## src/rtl/data_sram_like_bridge.sv

```systemverilog
// Bridges the core's single-cycle data-SRAM port onto the split-transaction sram-like bus.
// One transaction in flight; stall holds the pipeline until the cycle the result is released.
module data_sram_like_bridge #(
    parameter int unsigned ADDR_W    = 32,
    parameter int unsigned DATA_W    = 32,
    parameter logic [1:0]  READ_SIZE = 2'd2
) (
    input  logic              clk,
    input  logic              resetn,
    input  logic              sram_en,
    input  logic [3:0]        sram_wen,
    input  logic [ADDR_W-1:0] sram_addr,
    input  logic [DATA_W-1:0] sram_wdata,
    output logic [DATA_W-1:0] sram_rdata,
    output logic              stall,
    output logic              bus_req,
    output logic              bus_wr,
    output logic [1:0]        bus_size,
    output logic [ADDR_W-1:0] bus_addr,
    output logic [DATA_W-1:0] bus_wdata,
    input  logic              bus_addr_ok,
    input  logic              bus_data_ok,
    input  logic [DATA_W-1:0] bus_rdata
);

    typedef enum logic [1:0] {
        StIdle = 2'd0,
        StReq  = 2'd1,
        StWait = 2'd2,
        StDone = 2'd3
    } state_e;

    state_e            r_state;
    logic              r_req;
    logic              r_wr;
    logic [1:0]        r_size;
    logic [ADDR_W-1:0] r_addr;
    logic [DATA_W-1:0] r_wdata;
    logic [DATA_W-1:0] r_rdata;
    logic [1:0]        w_size;

    // Unusual nonzero byte-enable patterns fall back to a full-word access.
    always_comb begin
        w_size = 2'd2;
        case (sram_wen)
            4'b0000:                            w_size = READ_SIZE;
            4'b0011, 4'b1100:                   w_size = 2'd1;
            4'b0001, 4'b0010, 4'b0100, 4'b1000: w_size = 2'd0;
            default:                            w_size = 2'd2;
        endcase
    end

    always_ff @(posedge clk or negedge resetn) begin
        if (!resetn) begin
            r_state <= StIdle;
            r_req   <= 1'b0;
            r_wr    <= 1'b0;
            r_size  <= 2'd0;
            r_addr  <= '0;
            r_wdata <= '0;
            r_rdata <= '0;
        end else begin
            unique case (r_state)
                StIdle: begin
                    if (sram_en) begin
                        r_state <= StReq;
                        r_req   <= 1'b1;
                        r_wr    <= |sram_wen;
                        r_size  <= w_size;
                        r_addr  <= sram_addr;
                        r_wdata <= sram_wdata;
                    end
                end
                StReq: begin
                    if (bus_addr_ok) begin
                        r_req <= 1'b0;
                        if (bus_data_ok) begin
                            if (!r_wr) r_rdata <= bus_rdata;
                            r_state <= StDone;
                        end else begin
                            r_state <= StWait;
                        end
                    end
                end
                StWait: begin
                    if (bus_data_ok) begin
                        if (!r_wr) r_rdata <= bus_rdata;
                        r_state <= StDone;
                    end
                end
                StDone:  r_state <= StIdle;
                default: r_state <= StIdle;
            endcase
        end
    end

    assign bus_req    = r_req;
    assign bus_wr     = r_wr;
    assign bus_size   = r_size;
    assign bus_addr   = r_addr;
    assign bus_wdata  = r_wdata;
    assign sram_rdata = r_rdata;
    // DONE is the single release cycle for the pipeline.
    assign stall      = sram_en & (r_state != StDone);

endmodule

```

## config.mk

```make
export PLATFORM = sky130hd
export DESIGN_NAME = data_sram_like_bridge
export DESIGN_NICKNAME = d
export VERILOG_FILES = /design/src/rtl/data_sram_like_bridge.sv
export SDC_FILE = /design/constraint.sdc
export NUM_CORES = 1
export LEC_CHECK = 0
export BUFFER_PORTS_ARGS = -buffer_cell sky130_fd_sc_hd__buf_2
export CAP_MARGIN = 5
export CELL_PAD_IN_SITES_DETAIL_PLACEMENT = 1
export CELL_PAD_IN_SITES_GLOBAL_PLACEMENT = 2
export CORE_MARGIN = 5
export CORE_UTILIZATION = 30
export CTS_BUF_LIST = sky130_fd_sc_hd__clkbuf_8
export CTS_CLUSTER_SIZE = 10
export DETAILED_ROUTE_END_ITERATION = 8
export HOLD_SLACK_MARGIN = 0.03
export PLACE_DENSITY = 0.82
export RECOVER_POWER = 50
export SYNTH_ARGS = -nofsm -noshare
export SYNTH_HDL_FRONTEND = slang
export SYNTH_SLANG_ARGS = --single-unit
```

## constraint.sdc

```tcl
create_clock -name clk -period 2.7 [get_ports clk]
set_clock_uncertainty 0.2 [all_clocks]
set_input_delay 0.405 -clock clk [delete_from_list [all_inputs] [get_ports clk]]
set_output_delay 0.405 -clock clk [all_outputs]
set_load 0.1 [all_outputs]
```

==> impl_metrics.env <==
export IMPL_rows=42
export IMPL_path_clk_slew_ns=0.09
export IMPL_gp_congestion=0.757
export IMPL_r2r_end="sram_rdata[2]"
export IMPL_drcViolationCount=0
export IMPL_dpl_hpwl_microns=7950
export IMPL_rsz0062_at_grt="no"
export IMPL_fin_util=0.408
export IMPL_met1_usage=0.150
export IMPL_final_area_sq_mm=0.00534
export IMPL_ff2ff_setup_slack_ns=0.52
export IMPL_ant_nets=0
export IMPL_yosys_top_cells_area="dfrtp_1, mux2_2, ha_1"
export IMPL_grt_pass1_wl_microns=16700
export IMPL_finalHoldViolCount=0
export IMPL_status="finished, final reports clean"
export IMPL_min_period_ns=2.22
export IMPL_drtIter0Drc=67
export IMPL_cts_buffers=9
export IMPL_vias=2791
export IMPL_synth_most_common_cell="dfrtp_1"
export IMPL_synthCells=244
export IMPL_crit_path_end="bus_addr[1]"
export IMPL_ys_ff_latch=102
export IMPL_antenna_found_initial=1
export IMPL_syn_area_per_cell_sq_um=16.2
export IMPL_crit_chain="clkbuf_1"
export IMPL_syn_nets=354
export IMPL_r2r_worst_path_cells=6
export IMPL_grtUsageMet3=0.0606
export IMPL_hp_class="in -> reg"
export IMPL_die_area_sq_mm=0.0156
export IMPL_cp_startpoint="bus_addr[1]"
export IMPL_cp_required_ns=2.10
export IMPL_ctsResizeCount=0
export IMPL_slowest_delay_ns=0.89
export IMPL_antennaDiodeCount=0
export IMPL_wire_per_inst_microns=16.1
export IMPL_dpl_cell_area_sq_mm=0.00520
export IMPL_arrival_ns=1.61
export IMPL_ys_types=22
export IMPL_fillers=1430
export IMPL_synthArstFlopShare=1.00
export IMPL_wl_microns=10200
export IMPL_synth_top_area_cell="dfrtp_1"
export IMPL_synthTopCellsByCount="dfrtp_1, mux2_2, buf_2"
export IMPL_critPathKind="reg -> out"
export IMPL_worstMarginPinSlew_ns=1.32
export IMPL_setup_viol=0
export IMPL_clk_latency_ns=0.36
export IMPL_root_buffer="clkbuf_8"
export IMPL_io_pins=206
export IMPL_cp_depth=1
export IMPL_busiest_layer="met2"
export IMPL_die_h_microns=125
export IMPL_use_met2=0.219
export IMPL_endpoint_kind="primary output"
export IMPL_regArea_sq_mm=0.00255
export IMPL_holdWs_ns=0.0644
export IMPL_cpMaxStageDelayCell="clkbuf_1"
export IMPL_nets=565
export IMPL_yosys_warnings=0
export IMPL_io_buffers=205
export IMPL_slew_headroom=0.117
export IMPL_grt_pass1_vias=3196
export IMPL_grt_overflow=0
export IMPL_drive_above_1_share=0.590
export IMPL_start_util=0.303
export IMPL_cp_top_family="buffers and inverters"
export IMPL_core_sq_mm=0.0131
export IMPL_cts_tree="built"
export IMPL_report_final_slew_viol_count=0
export IMPL_clockBufferDepth=2
export IMPL_maxCapViolations=0
export IMPL_grt_start_max_net_pins=54
export IMPL_start_kind="register"
export IMPL_cts_max_level=3
export IMPL_area_delta_synth_final_pct=34.8
export IMPL_dr_pass1_iters=4
export IMPL_path_max_fanout=2
export IMPL_yosysSeqAreaShare=0.644
export IMPL_vias_per_cell=4.40
export IMPL_synth_ff_type="dfrtp_1"
export IMPL_reg2reg_from="r_state[1]"
export IMPL_die_w_microns=125
export IMPL_multi_input_area_sq_mm=0.00134
export IMPL_cts_sinks=102
export IMPL_synth_top_area_share=0.644
export IMPL_path_buf_inv=1
export IMPL_finalCritPeriodShare=0.821
export IMPL_gr_usage_all_layers=0.133
export IMPL_fmax_ghz=0.451
export IMPL_synth_edf_count=0
export IMPL_syn_cell_area_sq_mm=0.00396
export IMPL_setup_tns_final_ns=0
## routing by layer
metal	wire (microns)	up-vias
met2	4890	128
met1	4060	1369
met3	1020	19
li1	-	1273
met4	240	2
met5	20	-
## flip-flops by register name, indices dropped and copies added (netlist names)
register and flops:
bus_req 1, bus_wr 1, bus_addr 32, bus_size 2, bus_wdata 32, sram_rdata 32
r_state 2
## per-stage QoR
step | worst slack (ns) | std cells
after global routing | 0.368 | 635
after CTS | 0.487 | 635
after global placement | 0.610 | 618
final | 0.483 | 635
after detailed placement | 0.507 | 618
after floorplan | 0.175 | 244
## timing repair
item	4_1_cts	5_1_grt
endpoints found under the setup margin	0	0
hold buffers	2	0
setup buffers	0	0
hold endpoints to repair	53	0
## final cells by class
| class | instances | share of cell area |
|---|---|---|
| Clock inverter | 5 | 0.00960 |
| Clock buffer | 10 | 0.0258 |
| Tap cell | 176 | 0.0412 |
| Sequential cell | 102 | 0.478 |
| Multi-Input combinational cell | 129 | 0.250 |
| Inverter | 3 | 0.00211 |
| Timing Repair Buffer | 210 | 0.193 |
## layout by cell type (no fill, tap or decap), types with 2 or more instances in the layout
cell           instances
buf_12                 2
buf_2                155
clkbuf_1              49
clkbuf_8              10
clkinv_2               2
dfrtp_1              102
dlygate4sd3_1          2
ha_1                   5
inv_1                  4
mux2_1                 2
mux2_2                95
nand2_1                5
nor2_1                 3
nor2b_1                3
nor4_1                 2
o21ai_0                3
## cell families (layout without fill, tap and decap cells)
logic type      count (synthesis)  after routing  share of synthesized area
flops                         102            102                      0.644
mux                            98             98                      0.278
simple gates                   18             18                     0.0278
buf+inv                        13            228                     0.0202
compound gates                  7              7                     0.0117
fa+ha+maj                       5              5                     0.0158
xor+xnor                        1              1                    0.00221
## worst min-delay path by stage
stage                              from             end  cells past startpoint
after floorplan                  resetn     bus_addr[0]                      0
after global placement    sram_rdata[6]   sram_rdata[6]                      1
after detailed placement  sram_rdata[6]   sram_rdata[6]                      1
after CTS                  bus_rdata[5]   sram_rdata[5]                      2
after global routing      bus_rdata[13]  sram_rdata[13]                      2
final                      bus_rdata[5]   sram_rdata[5]                      2
Power is not shown: default switching activity piles up to over one toggle a cycle in this logic, so the estimate is an artifact.
